===== config.mk =====
export PLATFORM = sky130hd
export DESIGN_NAME = alu_muldiv
export DESIGN_NICKNAME = d
export VERILOG_FILES = /design/src/rtl/alu_muldiv.sv
export SDC_FILE = /design/constraint.sdc
export NUM_CORES = 1
export LEC_CHECK = 0
export ABC_AREA = 1
export CAP_MARGIN = 20
export CORE_ASPECT_RATIO = 0.9
export CORE_MARGIN = 3
export CORE_UTILIZATION = 33
export DETAILED_ROUTE_END_ITERATION = 12
export MAX_ROUTING_LAYER = met4
export PLACE_DENSITY = 0.55
export SLEW_MARGIN = 20
export SYNTH_ARGS = -nofsm -noshare
export SYNTH_HDL_FRONTEND = slang
export SYNTH_SLANG_ARGS = --single-unit

===== constraint.sdc =====
create_clock -name clk -period 9.7 [get_ports clk]
set_input_delay 2.91 -clock clk [delete_from_list [all_inputs] [get_ports clk]]
set_output_delay 2.91 -clock clk [all_outputs]
set_load 0.01 [all_outputs]

===== src/rtl/alu_muldiv.sv =====
// Iterative RV32M multiply/divide unit: one shared shift-add / restoring-divide
// datapath, one result bit per cycle, valid/ready handshakes on both sides.
module alu_muldiv #(
  parameter int unsigned XLEN = 32
) (
  input  logic            clk,
  input  logic            rst_n,
  input  logic            flush_i,
  input  logic            in_valid_i,
  output logic            in_ready_o,
  input  logic [2:0]      op_i,
  input  logic [XLEN-1:0] a_i,
  input  logic [XLEN-1:0] b_i,
  output logic            out_valid_o,
  input  logic            out_ready_i,
  output logic [XLEN-1:0] c_o,
  output logic            busy_o
);

  localparam int unsigned CNT_W = $clog2(XLEN);
  localparam logic [XLEN-1:0] MIN_NEG = {1'b1, {(XLEN-1){1'b0}}};

  typedef enum logic [1:0] {IDLE, CALC, DONE} state_t;

  state_t            state, state_next;
  logic [CNT_W-1:0]  count;
  logic [2:0]        op_q;
  logic [XLEN-1:0]   acc_hi, acc_lo, opd;
  logic              neg_q, neg_rem_q;

  logic              accept, fast;
  logic              a_signed, b_signed, sign_a, sign_b, b_zero, ovf;
  logic [XLEN-1:0]   mag_a, mag_b, fast_res;

  logic [XLEN:0]     mul_sum, div_shift, div_diff;
  logic [XLEN-1:0]   iter_hi, iter_lo, quo, rem, final_res;
  logic [2*XLEN-1:0] prod;

  assign in_ready_o  = (state == IDLE);
  assign busy_o      = (state != IDLE);
  assign out_valid_o = (state == DONE) && !flush_i;
  assign accept      = in_valid_i && in_ready_o && !flush_i;

  // Operand decode and the divide fast path, evaluated only at acceptance.
  always_comb begin
    a_signed = (op_i == 3'b000) || (op_i == 3'b001) || (op_i == 3'b010) ||
               (op_i == 3'b100) || (op_i == 3'b110);
    b_signed = (op_i == 3'b000) || (op_i == 3'b001) ||
               (op_i == 3'b100) || (op_i == 3'b110);
    sign_a   = a_signed && a_i[XLEN-1];
    sign_b   = b_signed && b_i[XLEN-1];
    mag_a    = sign_a ? -a_i : a_i;
    mag_b    = sign_b ? -b_i : b_i;
    b_zero   = (b_i == '0);
    ovf      = !op_i[0] && (a_i == MIN_NEG) && (b_i == '1);
    fast     = op_i[2] && (b_zero || ovf);
    if (b_zero) fast_res = op_i[1] ? a_i : '1;
    else        fast_res = op_i[1] ? '0 : a_i;
  end

  // acc_hi/acc_lo hold {product high, multiplier} for multiply and
  // {partial remainder, dividend/quotient} for divide.
  always_comb begin
    mul_sum   = {1'b0, acc_hi} + (acc_lo[0] ? {1'b0, opd} : '0);
    div_shift = {acc_hi, acc_lo[XLEN-1]};
    div_diff  = div_shift - {1'b0, opd};
    if (op_q[2]) begin
      iter_hi = div_diff[XLEN] ? div_shift[XLEN-1:0] : div_diff[XLEN-1:0];
      iter_lo = {acc_lo[XLEN-2:0], ~div_diff[XLEN]};
    end else begin
      iter_hi = mul_sum[XLEN:1];
      iter_lo = {mul_sum[0], acc_lo[XLEN-1:1]};
    end
    prod = neg_q ? -{iter_hi, iter_lo} : {iter_hi, iter_lo};
    quo  = neg_q ? -iter_lo : iter_lo;
    rem  = neg_rem_q ? -iter_hi : iter_hi;
    if (op_q[2])              final_res = op_q[1] ? rem : quo;
    else if (op_q[1:0] == '0) final_res = prod[XLEN-1:0];
    else                      final_res = prod[2*XLEN-1:XLEN];
  end

  always_ff @(posedge clk) begin
    if (!rst_n) state <= IDLE;
    else        state <= state_next;
  end

  always_comb begin
    state_next = state;
    case (state)
      IDLE:    if (accept) state_next = fast ? DONE : CALC;
      CALC:    if (count == '0) state_next = DONE;
      DONE:    if (out_ready_i) state_next = IDLE;
      default: state_next = IDLE;
    endcase
    if (flush_i) state_next = IDLE;
  end

  always_ff @(posedge clk) begin
    if (!rst_n) begin
      count     <= '0;
      op_q      <= '0;
      acc_hi    <= '0;
      acc_lo    <= '0;
      opd       <= '0;
      neg_q     <= 1'b0;
      neg_rem_q <= 1'b0;
      c_o       <= '0;
    end else if (accept) begin
      count     <= CNT_W'(XLEN-1);
      op_q      <= op_i;
      acc_hi    <= '0;
      acc_lo    <= op_i[2] ? mag_a : mag_b;
      opd       <= op_i[2] ? mag_b : mag_a;
      neg_q     <= sign_a ^ sign_b;
      neg_rem_q <= sign_a;
      if (fast) c_o <= fast_res;
    end else if (state == CALC && !flush_i) begin
      acc_hi <= iter_hi;
      acc_lo <= iter_lo;
      count  <= count - CNT_W'(1);
      if (count == '0) c_o <= final_res;
    end
  end

endmodule


==> impl_metrics.tcl, run 1 <==
set metrics [dict create \
    status "finished clean" \
    first_pass_iters 9 \
    fin_crit_ps 7070 \
    first_global_vias 20000 \
    syn-instance-count 3388 \
    synth_cell_types 55 \
    hold_class "reg -> reg" \
    area_growth_pct 11.8 \
    grt-ovfl-total 0 \
    max_slew.worst_pin.slew_ps 1090 \
    clkSinkCount 140 \
    cp.arrival_ps 7430 \
    power_density_nw_per_um2 123 \
    via_per_inst 5.38 \
    yosys_warnings 0 \
    period_share 0.729 \
    die_h_um 230 \
    maxCapViolCount 0 \
    cts_tree "built" \
    slew_headroom 0.266 \
    h-tree-depth 4 \
    crit_type "in -> reg" \
    synth_top_cell_by_area "nand2_1" \
    ys_seq_area_frac 0.152 \
    worst_skew_pair.late_latency_ps 470 \
    cts_resized 0 \
    antennaDiodeCount 0 \
    rsz0062_at_grt "no" \
    power_uw 2530 \
    grt.total_usage 0.299 \
    syn_nets 3533 \
    final.setup.worst_slack_ps 2630 \
    grt_pass1_wl_mm 128 \
    antenna_found_initial 3 \
    synthArstFlopShare 0 \
    start_kind "primary input" \
    detail_route.wirelength_mm 86.7 \
    yosys-top-cells-area "nand2_1, dfxtp_1, inv_1, nand3_1, o21ai_0" \
    fp-row-count 81 \
    post_dp_cell_area_um2 20000 \
    start_util 0.337 \
    ant_nets 0 \
    cts.path.max_buffers 2 \
    numCtsBuffers 17 \
    post_route_cells_drive_above_1_share 0.0529 \
    use_met2 0.416 \
    busiest_layer "met1" \
    p_leak_uw 0.0107 \
    synth_edf_count 0 \
    met3_usage 0.0461 \
    wl_per_cell_um 21.0 \
    clk_pin_slew_ps 70 \
    fin_skew_ps 17.3 \
    preCtsSetupSlack_ps 2300 \
    worst_ir_drop_vdd_mv 0.113 \
    ys.flop_type "dfxtp_1" \
    vias 22200 \
    fin_nets 3551 \
    place_hpwl_mm 69.6 \
    gp_congestion 1.02 \
    endpoint_kind "register" \
    hold_violations 0 \
    synth-seq-cells 140 \
    cp.required_ps 10050 \
    grt_max_degree 78 \
    core_area_um2 54700 \
    drcViolationCount 0 \
    whs_ps 509 \
    slew_viol_final 0 \
    holdBufCountCts 0 \
    first_iter_violations 2335 \
    cts_setup_buffers 0 \
    grt_util_met1 0.428 \
    io_pins 107 \
    cts_root_buffer "clkbuf_16" \
    port_buffers 106 \
    crit_fanout 43 \
    setup_tns_ps 0 \
    syn_area_um2 18400 \
    setup_viol 0 \
    dieArea_um2 58700 \
    avgSynthCellArea_um2 5.44 \
    design_area_um2 20600 \
    max_freq_mhz 141 \
    netlist.area_leader.share 0.200 \
    die_w_um 255 \
]
-- synthesized netlist by cell type (5+ instances only) --
library cell,count
nor3_1,33
a21oi_1,204
nor2_1,313
a31oi_1,17
clkbuf_1,90
buf_2,19
o21ai_0,249
o21bai_1,13
nand3_1,254
or2_2,19
nand4_1,34
nand2_4,7
nand2_1,980
o21ai_1,17
inv_1,545
nand3_2,6
a21oi_2,9
dfxtp_1,140
nand3b_1,25
buf_1,12
o221ai_1,14
nand2_2,33
ha_1,71
o211ai_1,65
o21a_1,5
xor2_1,80
xnor2_1,31
clkinv_1,5
a22oi_1,17
nor2_2,26
inv_2,5
-- metrics by stage --
step	util	instances
6_report	0.376	4124
5_1_grt	0.376	4124
4_1_cts	0.376	4124
3_5_place_dp	0.365	4092
3_3_place_gp	0.365	4092
2_1_floorplan	-	3388
-- cell families (layout without fill, tap and decap cells) --
| logic type | count (synthesis) | count (layout) | share of synthesized area |
|---|---|---|---|
| buffers and inverters | 687 | 718 | 0.145 |
| AND/OR/NAND/NOR | 1746 | 1746 | 0.404 |
| flip-flops | 140 | 140 | 0.152 |
| XOR/XNOR | 111 | 111 | 0.0528 |
| AO/OA/AOI/OAI | 631 | 631 | 0.195 |
| adder cells (fa/ha/maj) | 73 | 73 | 0.0504 |
-- registers in the layout, indices dropped and copies added (netlist names) --
signal / cells
count: 5
op_q: 3
c_o: 32
acc_lo: 32
acc_hi: 32
state: 2
neg_q: 1
neg_rem_q: 1
opd: 32
-- path summary, 6_finish.rpt --
| check | startpoint | endpoint | slack, ps | depth (start not counted) |
|---|---|---|---|---|
| max | a_i[0] | c_o[30] | 2630 | 18 |
| min | acc_lo[28] | acc_lo[28] | 510 | 2 |
| max reg2reg | acc_lo[31] | c_o[18] | 3990 | 36 |
| min reg2reg | acc_lo[28] | acc_lo[28] | 510 | 2 |
-- worst max-delay path, stage by stage --
cell and delay [ps]:
clkdlybuf4s50_1 580, inv_1 150, ha_1 210, nand4_1 120, nor3_1 300, nand2_1 120
nor2_1 170, nand3_1 130, nor4_1 510, nand2_1 100, a21oi_1 260, nand2_1 100
nand2_2 610, inv_1 600, a21oi_1 320, nand3_1 100, nand2_1 70, inv_1 30
-- cell type report --
| cell class | instances | area, um^2 |
|---|---|---|
| Fill cell | 6192 | 34100 |
| Multi-Input combinational cell | 2561 | 13000 |
| Inverter | 556 | 2090 |
| Clock inverter | 14 | 156 |
| Tap cell | 705 | 882 |
| Clock buffer | 18 | 439 |
| Sequential cell | 140 | 2810 |
| Timing Repair Buffer | 130 | 1240 |
-- per-layer routing --
layer	wire, um	up-vias
met1	39800	10000
met2	35000	1083
met3	7980	179
met5	0	-
met4	3920	0
li1	-	10900
-- report_power, final --
group	internal (uW)	switching (uW)	total (uW)
registers	602	43.0	645
clock network	371	320	690
logic	347	847	1190
total	1320	1210	2530
-- cell usage in the layout (no fill, tap or decap), drive strengths merged, types with 34 or more instances in the layout --
cell and instances:
nand2 1020, inv 555, nor2 340, o21ai 270, nand3 262, a21oi 214, dfxtp 140, clkdlybuf4s50 105
xor2 80, ha 71, o211ai 65, nand4 34, nor3 34
No activity file was read; power rests on OpenSTA's default activity.
==> run 2: changes to the inputs <==
clock period = 7.14 ns   (was 9.7 ns; I/O delays follow)
==> impl_metrics.tcl, run 2 (same netlist as run 1, synthesis figures left out) <==
set metrics [dict create \
    status "finished clean" \
    cts_root_buffer "clkbuf_16" \
    fin_nets 3555 \
    ant_nets 0 \
    crit_start "a_i[0]" \
    antenna_found_initial 3 \
    gp_congestion 1.03 \
    hold_class "reg -> reg" \
    via_per_inst 5.36 \
    p_leak_uw 0.0107 \
    wl_per_cell_um 20.5 \
    max_freq_mhz 175 \
    power_density_nw_per_um2 167 \
    slew_headroom 0.297 \
    grt.total_usage 0.292 \
    worst_skew_pair.late_latency_ps 460 \
    cts_setup_buffers 0 \
    drcViolationCount 0 \
    cp.required_ps 7500 \
    fp-row-count 81 \
    numCtsBuffers 17 \
    holdBufCountCts 0 \
    area_growth_pct 11.9 \
    vias 22200 \
    clkSinkCount 140 \
    cp.arrival_ps 6090 \
    endpoint_kind "register" \
    first_iter_violations 2683 \
    max_slew.worst_pin.slew_ps 1050 \
    cts.path.max_buffers 2 \
    worstReg2RegStart "acc_lo[31]" \
    dieArea_um2 58700 \
    worstSetupEndpoint "c_o[30]" \
    io_pins 107 \
    crit_fanout 22 \
    fin_skew_ps 14.1 \
    grt_pass1_wl_mm 126 \
    setup_tns_ps 0 \
    start_kind "primary input" \
    cts_resized 0 \
    cts_tree "built" \
    period_share 0.802 \
    timing.rr.end "c_o[18]" \
    final.setup.worst_slack_ps 1410 \
    clk_pin_slew_ps 70 \
    grt_max_degree 76 \
    rsz0062_at_grt "no" \
    maxCapViolCount 0 \
    die_h_um 230 \
    final_common_cell "nand2_1" \
    port_buffers 106 \
    slew_viol_final 0 \
    preCtsSetupSlack_ps 1060 \
    crit_type "in -> reg" \
    h-tree-depth 4 \
    hold_depth 2 \
    worst_ir_drop_vdd_mv 0.195 \
    first_pass_iters 6 \
    grt-ovfl-total 0 \
    detail_route.wirelength_mm 84.7 \
    mostFrequentLayoutCells "nand2_1, inv_1, nor2_1, nand3_1, o21ai_0" \
    post_route_cells_drive_above_1_share 0.0535 \
    r2r_slack_ps 1500 \
    ff2ff_path_depth 36 \
    hold_violations 0 \
    fin_crit_ps 5730 \
    first_global_vias 19900 \
    start_util 0.337 \
    setup_viol 0 \
    die_w_um 255 \
    core_area_um2 54700 \
    place_hpwl_mm 68.1 \
]
==> run 2: worst max-delay path, stage by stage <==
cell and delay, ps:
clkdlybuf4s50_1 600, inv_1 160, ha_1 200, nand4_1 130
nor3_1 250, nand2_1 120, nor2_1 190, nand3_1 120
nor4_1 540, nand2_1 100, a21oi_1 250, nand2_1 100
nand2_2 260, inv_1 420, a21oi_1 280, nand3_1 100
nand2_1 70, inv_1 30
==> run 2: power by group <==
| group | internal [uW] | total [uW] | switching, uW | leakage (uW) |
|---|---|---|---|---|
| Combinational | 472 | 1620 | 1150 | 0.00930 |
| Sequential | 818 | 876 | 57.9 | 0.00114 |
| Clock | 522 | 946 | 424 | 0.000288 |
==> run 2: how the worst min path moves through the flow <==
| stage | start | end | slack, ps |
|---|---|---|---|
| floorplan | opd[19] | opd[19] | 450 |
| global placement | acc_lo[11] | acc_lo[11] | 490 |
| detailed placement | acc_lo[28] | acc_lo[28] | 480 |
| CTS | acc_lo[7] | acc_lo[7] | 500 |
| global route | acc_lo[7] | acc_lo[7] | 530 |
| finish | acc_lo[7] | acc_lo[7] | 500 |
==> run 2: stage by stage <==
step	util	hold WS (ps)	cells	total power, uW	cell area [um^2]
floorplan	-	448	3388	1950	18400
global placement	0.366	487	4096	2470	20000
detailed placement	0.366	485	4096	2470	20000
CTS	0.377	504	4128	3410	20600
global route	0.377	526	4131	3630	20600
finish	0.377	504	4131	3440	20600
==> run 2: layer usage <==
layer	share of wire	vias up	GRT usage
li1	-	10900	-
met1	0.45	10100	0.410
met2	0.41	1054	0.407
met3	0.10	145	0.0598
met4	0.043	0	0.112
met5	0	-	-
==> run 2: final cells by class <==
type | count | area (um^2)
diodes | 3 | 7.51
fillers | 6238 | 34100
multi-input cells | 2561 | 13000
flip-flops and latches | 140 | 2810
repair buffers | 134 | 1270
clock inverters | 14 | 156
inverters | 556 | 2090
clock buffers | 18 | 429
well taps | 705 | 882
